File: config.mk
export PLATFORM = sky130hd
export DESIGN_NAME = fifo_pack_writer
export DESIGN_NICKNAME = d
export VERILOG_FILES = /design/src/rtl/fifo_pack_writer_pkg.sv /design/src/rtl/fifo_pack_writer.sv
export SDC_FILE = /design/constraint.sdc
export NUM_CORES = 1
export LEC_CHECK = 0
export BUFFER_PORTS_ARGS = -buffer_cell sky130_fd_sc_hd__buf_2
export CAP_MARGIN = 15
export CORE_MARGIN = 2
export CORE_UTILIZATION = 24
export CTS_BUF_LIST = sky130_fd_sc_hd__clkbuf_8
export DETAILED_ROUTE_END_ITERATION = 8
export GPL_TIMING_DRIVEN = 1
export PLACE_DENSITY = 0.39
export SLEW_MARGIN = 20
export SYNTH_ARGS = -nofsm -noshare
export SYNTH_HDL_FRONTEND = slang
export SYNTH_SLANG_ARGS = --single-unit
File: constraint.sdc
create_clock -name clk -period 2.34 [get_ports clk]
set_input_delay 0 -clock clk [delete_from_list [all_inputs] [get_ports clk]]
set_output_delay 0 -clock clk [all_outputs]
set_load 0.05 [all_outputs]
File: src/rtl/fifo_pack_writer_pkg.sv
`default_nettype none
// ============================================================================
// Module  : fifo_pack_writer_pkg
// Brief   : Shared state encodings, clog2 helper and FIFO word width
//           derivation for fifo_pack_writer and the fifo_sync it feeds.
//           The lane-valid mask is enabled by PACK_WRITER_VALID_MASK_EN.
// Rev     : 1.0 - initial release
// ============================================================================
package fifo_pack_writer_pkg;

  // Packing state machine encodings
  localparam logic [0:0] c_ST_FILL       = 1'b0;
  localparam logic [0:0] c_ST_FLUSH_WAIT = 1'b1;

`ifdef PACK_WRITER_VALID_MASK_EN
  localparam bit c_MASK_EN = 1'b1;
`else
  localparam bit c_MASK_EN = 1'b0;
`endif

  // Ceiling log2, minimum result 0
  function automatic int clog2(input int value);
    int r;
    int v;
    r = 0;
    v = value - 1;
    while (v > 0) begin
      r = r + 1;
      v = v >> 1;
    end
    return r;
  endfunction

  // Width of the packed sample payload
  function automatic int pack_out_width(input int in_width, input int pack_ratio);
    return in_width * pack_ratio;
  endfunction

  // Width of the lane-valid mask (zero when the mask is not built)
  function automatic int pack_mask_width(input int pack_ratio);
    return c_MASK_EN ? pack_ratio : 0;
  endfunction

  // Full FIFO write-port width; the FIFO DATA_WIDTH must use this value
  function automatic int pack_wr_width(input int in_width, input int pack_ratio);
    return pack_out_width(in_width, pack_ratio) + pack_mask_width(pack_ratio);
  endfunction

endpackage : fifo_pack_writer_pkg
`default_nettype wire

File: src/rtl/fifo_pack_writer.sv
`default_nettype none
// ============================================================================
// Module  : fifo_pack_writer
// Brief   : Packs PACK_RATIO narrow valid/ready samples into one wide word
//           and writes it to fifo_sync, never writing while fifo_full is set.
//           Supports flushing a partially filled word padded with PAD_VALUE.
//           Optional lane-valid mask in the top bits of fifo_wr_data when
//           PACK_WRITER_VALID_MASK_EN is defined.
// Rev     : 1.0 - initial release
// ============================================================================
module fifo_pack_writer
  import fifo_pack_writer_pkg::*;
#(
  parameter int                  IN_WIDTH   = 16,
  parameter int                  PACK_RATIO = 4,
  parameter logic [IN_WIDTH-1:0] PAD_VALUE  = '0,
  parameter int                  CNT_WIDTH  = 16,
  localparam int                 OUT_WIDTH  = pack_out_width(IN_WIDTH, PACK_RATIO),
  localparam int                 LANE_W     = clog2(PACK_RATIO),
  localparam int                 WR_WIDTH   = pack_wr_width(IN_WIDTH, PACK_RATIO)
) (
  input  logic                 clk,
  input  logic                 resetn,
  input  logic [IN_WIDTH-1:0]  s_data,
  input  logic                 s_valid,
  output logic                 s_ready,
  input  logic                 flush,
  output logic                 flush_done,
  output logic [WR_WIDTH-1:0]  fifo_wr_data,
  output logic                 fifo_wr_en,
  input  logic                 fifo_full,
  output logic [LANE_W-1:0]    lane_count,
  output logic [CNT_WIDTH-1:0] words_written
);

  logic [0:0]           r_state;
  logic [0:0]           w_state_next;
  logic [OUT_WIDTH-1:0] r_asm;
  logic [LANE_W-1:0]    r_lane_idx;
  logic [WR_WIDTH-1:0]  r_pend;
  logic                 r_pend_valid;
  logic                 r_flush_done;
  logic [CNT_WIDTH-1:0] r_words;

  logic                 w_wr_issue;
  logic                 w_last_lane;
  logic                 w_fill_ready;
  logic                 w_beat;
  logic                 w_complete;
  logic                 w_slot_free;
  logic                 w_flush_partial;
  logic                 w_pad_load;
  logic                 w_flush_done_set;
  logic [LANE_W-1:0]    w_lane_after;
  logic [OUT_WIDTH-1:0] w_asm_next;
  logic [OUT_WIDTH-1:0] w_padded;
  logic [WR_WIDTH-1:0]  w_pend_next;

  // The pending word drains whenever the FIFO has room; gated during reset
  // so a held pending word is never written while the FIFO is being reset.
  assign w_wr_issue  = r_pend_valid & ~fifo_full;
  assign w_last_lane = (r_lane_idx == LANE_W'(PACK_RATIO - 1));
  assign w_slot_free = ~r_pend_valid | w_wr_issue;

  // Only the completing lane stalls on a full FIFO; earlier lanes keep filling.
  assign w_fill_ready = (r_state == c_ST_FILL) & ~(r_pend_valid & fifo_full & w_last_lane);
  assign s_ready      = ~resetn | w_fill_ready;
  assign w_beat       = s_valid & s_ready;
  assign w_complete   = w_beat & w_last_lane;

  // Drop the accepted sample into its lane of the assembly register
  always_comb begin
    w_asm_next = r_asm;
    for (int k = 0; k < PACK_RATIO; k++) begin
      if (w_beat && (r_lane_idx == LANE_W'(k))) begin
        w_asm_next[k*IN_WIDTH +: IN_WIDTH] = s_data;
      end
    end
  end

  // Lane index after this cycle's beat, explicit wrap for non power-of-two ratios
  always_comb begin
    w_lane_after = r_lane_idx;
    if (w_beat) begin
      w_lane_after = w_last_lane ? '0 : r_lane_idx + LANE_W'(1);
    end
  end

  assign w_flush_partial = (w_lane_after != '0);

  // Partial word with every unfilled lane replaced by the pad value
  always_comb begin
    w_padded = w_asm_next;
    for (int k = 0; k < PACK_RATIO; k++) begin
      if (LANE_W'(k) >= w_lane_after) begin
        w_padded[k*IN_WIDTH +: IN_WIDTH] = PAD_VALUE;
      end
    end
  end

`ifdef PACK_WRITER_VALID_MASK_EN
  logic [PACK_RATIO-1:0] w_fill_mask;

  // Mask marks lanes that carry real samples in a flushed word
  always_comb begin
    w_fill_mask = '0;
    for (int k = 0; k < PACK_RATIO; k++) begin
      if (LANE_W'(k) < w_lane_after) begin
        w_fill_mask[k] = 1'b1;
      end
    end
  end

  // Next pending word: completed word with full mask, or padded partial word
  always_comb begin
    w_pend_next = r_pend;
    if (w_complete) begin
      w_pend_next = {{PACK_RATIO{1'b1}}, w_asm_next};
    end else if (w_pad_load) begin
      w_pend_next = {w_fill_mask, w_padded};
    end
  end
`else
  // Next pending word: completed word or padded partial word
  always_comb begin
    w_pend_next = r_pend;
    if (w_complete) begin
      w_pend_next = w_asm_next;
    end else if (w_pad_load) begin
      w_pend_next = w_padded;
    end
  end
`endif

  // FSM state register
  always_ff @(posedge clk) begin
    if (!resetn) begin
      r_state <= c_ST_FILL;
    end else begin
      r_state <= w_state_next;
    end
  end

  // FSM next state: park in FLUSH_WAIT when a partial flush finds the slot busy
  always_comb begin
    w_state_next = r_state;
    case (r_state)
      c_ST_FILL: begin
        if (flush && w_flush_partial && !w_slot_free) begin
          w_state_next = c_ST_FLUSH_WAIT;
        end
      end
      c_ST_FLUSH_WAIT: begin
        if (w_wr_issue) begin
          w_state_next = c_ST_FILL;
        end
      end
      default: w_state_next = c_ST_FILL;
    endcase
  end

  // FSM outputs: when the padded word loads and when the flush completes
  always_comb begin
    w_pad_load       = 1'b0;
    w_flush_done_set = 1'b0;
    case (r_state)
      c_ST_FILL: begin
        if (flush) begin
          if (!w_flush_partial) begin
            w_flush_done_set = 1'b1;
          end else if (w_slot_free) begin
            w_pad_load       = 1'b1;
            w_flush_done_set = 1'b1;
          end
        end
      end
      c_ST_FLUSH_WAIT: begin
        if (w_wr_issue) begin
          w_pad_load       = 1'b1;
          w_flush_done_set = 1'b1;
        end
      end
      default: begin
        w_pad_load       = 1'b0;
        w_flush_done_set = 1'b0;
      end
    endcase
  end

  // Assembly register and lane index; a flush restarts packing at lane 0
  always_ff @(posedge clk) begin
    if (!resetn) begin
      r_asm      <= '0;
      r_lane_idx <= '0;
    end else begin
      r_asm      <= w_asm_next;
      r_lane_idx <= w_pad_load ? '0 : w_lane_after;
    end
  end

  // Pending slot: a load on the issue edge keeps the slot occupied
  always_ff @(posedge clk) begin
    if (!resetn) begin
      r_pend       <= '0;
      r_pend_valid <= 1'b0;
    end else begin
      r_pend <= w_pend_next;
      if (w_complete || w_pad_load) begin
        r_pend_valid <= 1'b1;
      end else if (w_wr_issue) begin
        r_pend_valid <= 1'b0;
      end
    end
  end

  // Flush-done pulse and write counter
  always_ff @(posedge clk) begin
    if (!resetn) begin
      r_flush_done <= 1'b0;
      r_words      <= '0;
    end else begin
      r_flush_done <= w_flush_done_set;
      if (w_wr_issue) begin
        r_words <= r_words + CNT_WIDTH'(1);
      end
    end
  end

  assign fifo_wr_en    = resetn & w_wr_issue;
  assign fifo_wr_data  = r_pend;
  assign flush_done    = r_flush_done;
  assign lane_count    = r_lane_idx;
  assign words_written = r_words;

endmodule : fifo_pack_writer
`default_nettype wire
Word-level counts from Yosys, hierarchy flattened
Index checks and enable logic that the tools add are counted.

Add/sub/neg operators: 2. Order comparisons: 4. Bitwise logic cells: 14. Mux-type cells: 25. Equal/unequal tests: 3. Reduce and logical (&&, ||, !) cells: 13.

Operators with widths (count): 2-to-1 mux 16 bit (8); 2-to-1 mux 64 bit (2); adder 16 x 1 -> 16 bit, second input constant (1); 2-to-1 mux 1 bit (10); AND 1 bit (7); logical AND 1 bit (6); one-hot mux 1 bit (2 select lines) (3); nonzero test 2 bit (3); NOT 1 bit (5); equality test 2 bit, second input constant (2); greater-or-equal comparator 1 x 2 -> 1 bit, first input constant (2); greater-or-equal comparator 2 bit, first input constant (2); 2-to-1 mux 2 bit (2); adder 2 x 1 -> 2 bit, second input constant (1); equality test 2 x 1 -> 1 bit, second input constant (1); logical NOT 2 bit (1); bitwise OR 1 bit (2); OR reduction 2 bit (1); logical NOT 1 bit (1); logical OR 1 bit (1).

Input port bits: 21. Output and inout bits: 85. Flip-flop bits (word level): 149. Word-level logic and storage cells: 68.

Longest topological paths before layout
Gate-level depths: netlist of the first run.

Word-level depth: 13. Depth in mapped cells: 9. Gate-level depth less buffers: 7.

Worst setup path before layout of the first run
No wires, ideal clock.

Path type: register to register. From: register r_lane_idx[0], in the netlist lane_count[0]. To: register r_pend[33], in the netlist fifo_wr_data[33]. Setup time: 0.116 ns. Path slack: -0.202 ns. Stages on the path, launching flop included: 10. Arrival: 2.426 ns. Required time: 2.224 ns. Path through: dfxtp_1 -> inv_1 -> ha_1 -> o21bai_1 -> a31oi_1 -> mux2i_1 -> or2_1 -> buf_4 -> buf_6 -> a31o_1.

Word-level cells in the longest chain between the ends: 12. Elaborated cells between the ends (all ways): 22. Those cells by class: add/sub: 1; order compare: 1; eq/ne: 2; mux: 9; bitwise: 6; reduce/logical: 3.

RTL lines: start: declaration (RTL line fifo_pack_writer.sv:39) `logic [LANE_W-1:0] r_lane_idx;`; start signal: assignment (RTL line fifo_pack_writer.sv:197) `r_lane_idx <= w_pad_load ? '0 : w_lane_after;`; equality test 2 bit (RTL line fifo_pack_writer.sv:62) `assign w_last_lane = (r_lane_idx == LANE_W'(PACK_RATIO - 1));`; AND 1 bit (RTL line fifo_pack_writer.sv:66) `assign w_fill_ready = (r_state == c_ST_FILL) & ~(r_pend_valid & fifo_full & w_last_lane);`; NOT 1 bit (RTL line fifo_pack_writer.sv:66); AND 1 bit (RTL line fifo_pack_writer.sv:66); bitwise OR 1 bit (RTL line fifo_pack_writer.sv:67) `assign s_ready = ~resetn | w_fill_ready;`; AND 1 bit (RTL line fifo_pack_writer.sv:68) `assign w_beat = s_valid & s_ready;`; 2-to-1 mux 2 bit (RTL line fifo_pack_writer.sv:84) `if (w_beat) begin`; nonzero test 2 bit (RTL line fifo_pack_writer.sv:89) `assign w_flush_partial = (w_lane_after != '0);`; 2-to-1 mux 1 bit (RTL line fifo_pack_writer.sv:169) `if (!w_flush_partial) begin`; 2-to-1 mux 1 bit (RTL line fifo_pack_writer.sv:168) `if (flush) begin`; one-hot mux 1 bit (2 select lines) (RTL line fifo_pack_writer.sv:166) `case (r_state)`; nonzero test 2 bit (no source line); end signal: assignment (RTL line fifo_pack_writer.sv:207) `r_pend <= w_pend_next;`; end: declaration (RTL line fifo_pack_writer.sv:40) `logic [WR_WIDTH-1:0] r_pend;`.

Several ways; a longest one is shown, not always the timed one. The select of a mux whose other input is x is not followed. A chain may end at the register's enable or synchronous reset.

Final worst setup path of the first run
From: register r_lane_idx[0], in the netlist lane_count[0]. To: register r_pend[25], in the netlist fifo_wr_data[25].

The elaborated chain is that of the path after synthesis.

==> results of run 1 <==
layout by cell type, fill, tap and decap left out, types with 4 or more instances in the layout:
cell type / n
a31o_1: 48
buf_2: 104
xnor2_1: 6
ha_1: 4
and2_1: 52
xor2_1: 8
clkinvlp_4: 4
nand2_1: 124
dlygate4sd3_1: 19
o2bb2ai_1: 48
clkbuf_8: 20
nand3_1: 20
o21ai_1: 16
nor3_1: 50
nor2_1: 20
buf_4: 24
clkinv_2: 4
inv_1: 4
dfxtp_1: 131
cell type report:
type                       count  share of cell area
clock buffer                  20             0.03891
clock inverter                12             0.01132
inverter                       4            0.002122
multi-input combinational    439              0.3811
sequential                   133              0.3767
tap                          313             0.05536
timing repair buffer         150              0.1344
logic make-up after synthesis:
family,count (synthesis),synth area share
buffers and inverters,62,0.05410
AND/OR/NAND/NOR,284,0.2375
AO/OA/AOI/OAI,131,0.1946
adder cells (fa/ha/maj),5,0.01113
multiplexers,4,0.007124
flip-flops,133,0.4737
XOR/XNOR,14,0.02182
critical path, cell delays in order, from the launching register on:
cell     delay [ps]
dfxtp_2         360
ha_1            280
a31oi_4         330
o21ai_4         150
mux2i_4         220
or2_2           320
buf_4           220
a31o_1          190
per-layer routing:
metal  share of wire  global-route usage  up-vias
met2            0.45              0.2385      122
met5               0                   0        -
met3           0.042             0.03276       14
met1            0.50              0.2068     2319
li1                -                   -     2438
met4           0.011             0.04069        0
state kept, by name, summed over array words and instances (netlist names):
name and flops:
r_asm 48, lane_count 2, r_pend_valid 1, flush_done 1
r_state 1, words_written 16, fifo_wr_data 64
per-stage QoR:
step | total power, W | cells
2_1_floorplan | 0.002843 | 633
3_3_place_gp | 0.003056 | 1015
3_5_place_dp | 0.003064 | 1015
4_1_cts | 0.004862 | 1066
5_1_grt | 0.005045 | 1071
6_report | 0.004807 | 1071
repair_timing:
| item | in CTS | in global routing |
|---|---|---|
| endpoints found under the setup margin | 0 | 48 |
| endpoints found under the hold margin | 34 | 0 |
| buffers inserted | 0 | 4 |
| resized for setup | 0 | 3 |
| hold buffers | 19 | 0 |
worst paths after layout:
check / end / cells past startpoint / slack, ps
max: fifo_wr_data[25] / 7 / 140
min: lane_count[1] / 4 / 60
max reg2reg: fifo_wr_data[25] / 7 / 140
min reg2reg: fifo_wr_data[49] / 2 / 450
power groups by stage:
stage,combinational (W),sequential [W],clock (W)
floorplan,0.000369,0.00247,0
finish,0.000697,0.00235,0.00176
global route,0.000758,0.00236,0.00193
detailed placement,0.000660,0.00240,0
CTS,0.000686,0.00235,0.00182
global placement,0.000653,0.00240,0
==> reports/summary.txt, run 1 <==
maxcap violations: 0
largest net degree at the start of global routing: 136
final worst slack: 136.3 ps
total CTS buffers: 17
crit path max fanout: 21
antenna violations before repair: 0
H-tree Lvls: 4
fin crit period: 2204 ps
sequential-to-total area share from yosys stat: 0.4737
max-slew violation count: 0
root buffer cell: clkbuf_8
clk_lat worst skew: 450 ps
Yosys cell types: 46
Placer Congestion: 0.7934
grt total ovfl: 0
Syn Area/Cell: 8.879 um2
Setup Skew: 14.56 ps
Nets: 771
HP Start: s_valid
Post-route DRC: 0
Post-Syn Instances: 633
synthesized area: 5620 um2
first-pass GRT wire length: 28010 um
Util after Layout: 0.3096
Critical Path Source: lane_count[0]
number of flops mapped to enable cells by yosys: 0
reg2reg start: lane_count[0]
1st-iter DRT viols: 299
Placeable Area: 22850 um2
power density over the cells: 679.5 nW/um2
ys flop type: dfxtp_1
run status: finished clean
post-route ant nets: 0
Worst setup EP type: flip-flop
Sw Ratio: 0.3019
Setup Total Neg Slack: 0 ps
count leader, synth: dfxtp_1
First-pass DRT Iterations: 5
diode count: 0
Die H: 157.0 um
vias: 4893
Fin. Hold Viols: 0
switching power: 0.001451 W
Slew HR: 0.6164
Vias/cell: 4.569
Placement Setup Slack: 109.3 ps
Storage cell area: 2665 um2
FILL cells: 2506
worst hold margin: 58.74 ps
yosys warns: 0
Detail Placement HPWL: 11780 um
Synth area leader: dfxtp_1
RSZ-0062 raised after global routing: false
share of layout cells above drive strength 1: 0.2322
Hold Path Class: in -> reg
Avg WL per Cell: 16.99 um
slew of the pin with the lowest slew margin: 570.1 ps
internal power: 0.003356 W
Commonest cells post-synth: dfxtp_1 (133), nand2_1 (124), and2_1 (53), nor3_1 (50)
Layout area overhead: 25.87%
Yosys top cell area share: 0.4737
Final Instance Area: 7074 um2
top post-synthesis cells by area: dfxtp_1 (47%), nand2_1 (8.3%), a31o_1 (7.5%)
WP data arrival: 2540 ps
endpoints failing setup: 0
Syn Nets: 659
Worst Setup Start Kind: flip-flop
Max Clk Rate: 453.8 MHz
number of global-route vias before repair: 4679
Detailed Route WL: 18200 um
sequential share of power: 0.489
CTS max path bufs: 2
Setup CP Type: reg -> reg
die width: 157.0 um
Logic pwr share: 0.145
Clock power frac: 0.366
die area: 24660 um2
clock slew at reported path FFs: 80 ps
Core Rows: 55
period utilization: 0.9418
Leak: 2.877 nW
I/O Buffers: 105
CP required: 2670 ps
aggregate global-route resource usage: 0.1505
Starting Density: 0.2460
IO Count: 106
area of the multi-input gates: 2696 um2
CTS tree: built
clock sink count: 133
flops & latches, synth: 133
Peak VDD IR: 0.0003040 V
dpl cell area: 6470 um2
async set or reset register ratio after synthesis: 0
No activity file was read; power rests on OpenSTA's default activity.
==> run 2: changes to the inputs <==
--- a/config.mk
+++ b/config.mk
@@ -13,6 +13,7 @@
 export DETAILED_ROUTE_END_ITERATION = 8
 export GPL_TIMING_DRIVEN = 1
 export PLACE_DENSITY = 0.39
+export RECOVER_POWER = 100
 export SLEW_MARGIN = 20
 export SYNTH_ARGS = -nofsm -noshare
 export SYNTH_HDL_FRONTEND = slang
==> constraint.sdc (replaced) <==
create_clock -name clk -period 2.34 [get_ports clk]
set_input_delay 0 -clock clk [delete_from_list [all_inputs] [get_ports clk]]
set_output_delay 0 -clock clk [all_outputs]
set_load 0.1 [all_outputs]
==> run 2 against run 1 <==
Critical path depth stayed put. Cell count is 0.37% lower. Register-to-register slack worse by 20 ps. Sequential share of layout area increased by 0.46 points. Maximum frequency decreased by 1.1%. Via count rose by 0.63%. Sequential power about the same. Global-route usage rose by 0.12 points. Combinational power up 8.5%. Non-clock buffer count decreased by 3. Clock power is 23% higher. First-iteration DRC count down 6.4%.
==> reports/summary.txt, run 2 (synthesis gave the netlist of run 1 again) <==
Setup CP Type: reg -> reg (unchanged)
slowest CP cell: dfxtp_4 (was dfxtp_2)
clock sink count: 133 (unchanged)
Detail Placement HPWL: 12040 um (was 11780 um)
total CTS buffers: 17 (unchanged)
Placeable Area: 22850 um2 (unchanged)
grt total ovfl: 0 (unchanged)
max-slew violation count: 0 (unchanged)
Fin. Hold Viols: 0 (unchanged)
PnR Total Power: 0.005274 W (was 0.004807 W)
Setup Skew: 14.08 ps (was 14.56 ps)
endpoints failing setup: 0 (unchanged)
commonest non-fill, non-tap cells in the layout: dfxtp_1 (131), nand2_1 (124), clkbuf_1 (83) (was dfxtp_1 (131), nand2_1 (124), buf_2 (104))
max FFs per register: 64 (unchanged)
Vias/cell: 4.615 (was 4.569)
crit path max fanout: 49 (was 21)
Avg WL per Cell: 17.37 um (was 16.99 um)
Core Rows: 55 (unchanged)
antenna violations before repair: 0 (unchanged)
Slew HR: 0.1839 (was 0.6164)
largest net degree at the start of global routing: 83 (was 136)
vias: 4924 (was 4893)
clk_lat worst skew: 440 ps (was 450 ps)
most common cell after layout, fill and taps aside: dfxtp_1 (unchanged)
Nets: 767 (was 771)
IO Count: 106 (unchanged)
I/O Buffers: 105 (unchanged)
CTS max path bufs: 2 (unchanged)
run status: finished clean (unchanged)
Placed Instances: 1016 (was 1015)
Hold Path Class: in -> reg (unchanged)
die width: 157.0 um (unchanged)
Worst Setup Start Kind: flip-flop (unchanged)
power density over the cells: 753.2 nW/um2 (was 679.5 nW/um2)
worst path cell trace: ha_1, a31oi_4, o21ai_4, mux2i_4, buf_12, nor3_1, a31o_1 (was ha_1, a31oi_4, o21ai_4, mux2i_4, or2_2, buf_4, a31o_1)
1st-iter DRT viols: 280 (was 299)
Placer Congestion: 0.8027 (was 0.7934)
Detailed Route WL: 18530 um (was 18200 um)
H-tree Lvls: 4 (unchanged)
clock slew at reported path FFs: 80 ps (about the same)
CP Buf/Inv Count: 1 (unchanged)
FILL cells: 2501 (was 2506)
WP data arrival: 2570 ps (was 2540 ps)
period utilization: 0.9521 (was 0.9418)
CTS tree: built (unchanged)
Setup Total Neg Slack: 0 ps (unchanged)
die area: 24660 um2 (unchanged)
maxcap violations: 0 (unchanged)
fin crit period: 2228 ps (was 2204 ps)
setup bufs post-CTS: 0 (unchanged)
Post-route DRC: 0 (unchanged)
number of global-route vias before repair: 4699 (was 4679)
reg-to-reg slack, setup: 110 ps (was 140 ps)
first-pass GRT wire length: 28130 um (was 28010 um)
aggregate global-route resource usage: 0.1518 (was 0.1505)
Layout Cells excl Fill: 1067 (was 1071)
Starting Density: 0.2460 (unchanged)
Peak VDD IR: 0.0003248 V (was 0.0003040 V)
CP required: 2680 ps (was 2670 ps)
root buffer cell: clkbuf_8 (unchanged)
Die H: 157.0 um (unchanged)
Leak: 2.538 nW (was 2.877 nW)
Layout area overhead: 24.58% (was 25.87%)
post-route ant nets: 0 (unchanged)
share of layout cells above drive strength 1: 0.1154 (was 0.2322)
Worst path max stage delay: 390 ps (was 360 ps)
delay-heaviest family, CP: compound AO/OA/AOI/OAI gates (unchanged)
diode count: 0 (unchanged)
slew of the pin with the lowest slew margin: 1229 ps (was 570.1 ps)
First-pass DRT Iterations: 5 (unchanged)
Worst setup EP type: flip-flop (unchanged)
Max Clk Rate: 448.8 MHz (was 453.8 MHz)
## run 2: cell type report
cell class	count	area, um2	share of cell area
multi-input cells	438	2675	0.3821
flip-flops and latches	133	2670	0.3813
repair buffers	147	809.5	0.1156
well taps	313	391.6	0.05593
clock buffers	19	261.5	0.03735
clock inverters	13	178.9	0.02555
inverters	4	15.01	0.002144
## run 2: tightest hold or removal path: cells and delay by family
family / cells / cell delay, ps
and+or+nand+nor: 1 / 100
AOI/OAI and AO/OA: 2 / 230
buffers and inverters: 1 / 140
## run 2: timing repair
action	in CTS	in global routing
resized for setup	0	2
hold endpoints to repair	35	0
hold buffers	19	0
endpoints found under the setup margin	0	44
## run 2: power by group
group,leakage [nW],internal [W],switching (W)
Combinational,1.24,0.000202,0.000555
Sequential,1.08,0.00232,0.0000323
Clock,0.225,0.00122,0.000948
## run 2: metrics by stage
stage / cell area, um2 / worst slack, ps / hold WS, ps / util
after floorplan: 5628 / 18.55 / 137.8 / -
final: 7002 / 112.0 / 69.55 / 0.3065
after detailed placement: 6470 / 127.1 / 314.8 / 0.2832
after global routing: 7002 / -10.32 / 48.04 / 0.3065
after global placement: 6470 / 163.0 / 308.9 / 0.2832
after CTS: 7101 / 112.8 / 35.75 / 0.3108
## run 2: worst paths after layout
path                                  startpoint               end  depth (start not counted)
worst max-delay path               lane_count[0]  fifo_wr_data[44]                          7
worst min register to register  fifo_wr_data[51]  fifo_wr_data[51]                          2
worst max register to register     lane_count[0]  fifo_wr_data[44]                          7
worst min-delay path                     s_valid     lane_count[1]                          4
## run 2: metal layers
metal / vias up / routed length [um] / global-route usage
met4: 0 / 85 / 0.03420
met1: 2367 / 9133 / 0.2030
li1: 2430 / - / -
met3: 4 / 848 / 0.04075
met5: - / 0 / 0
met2: 123 / 8465 / 0.2448
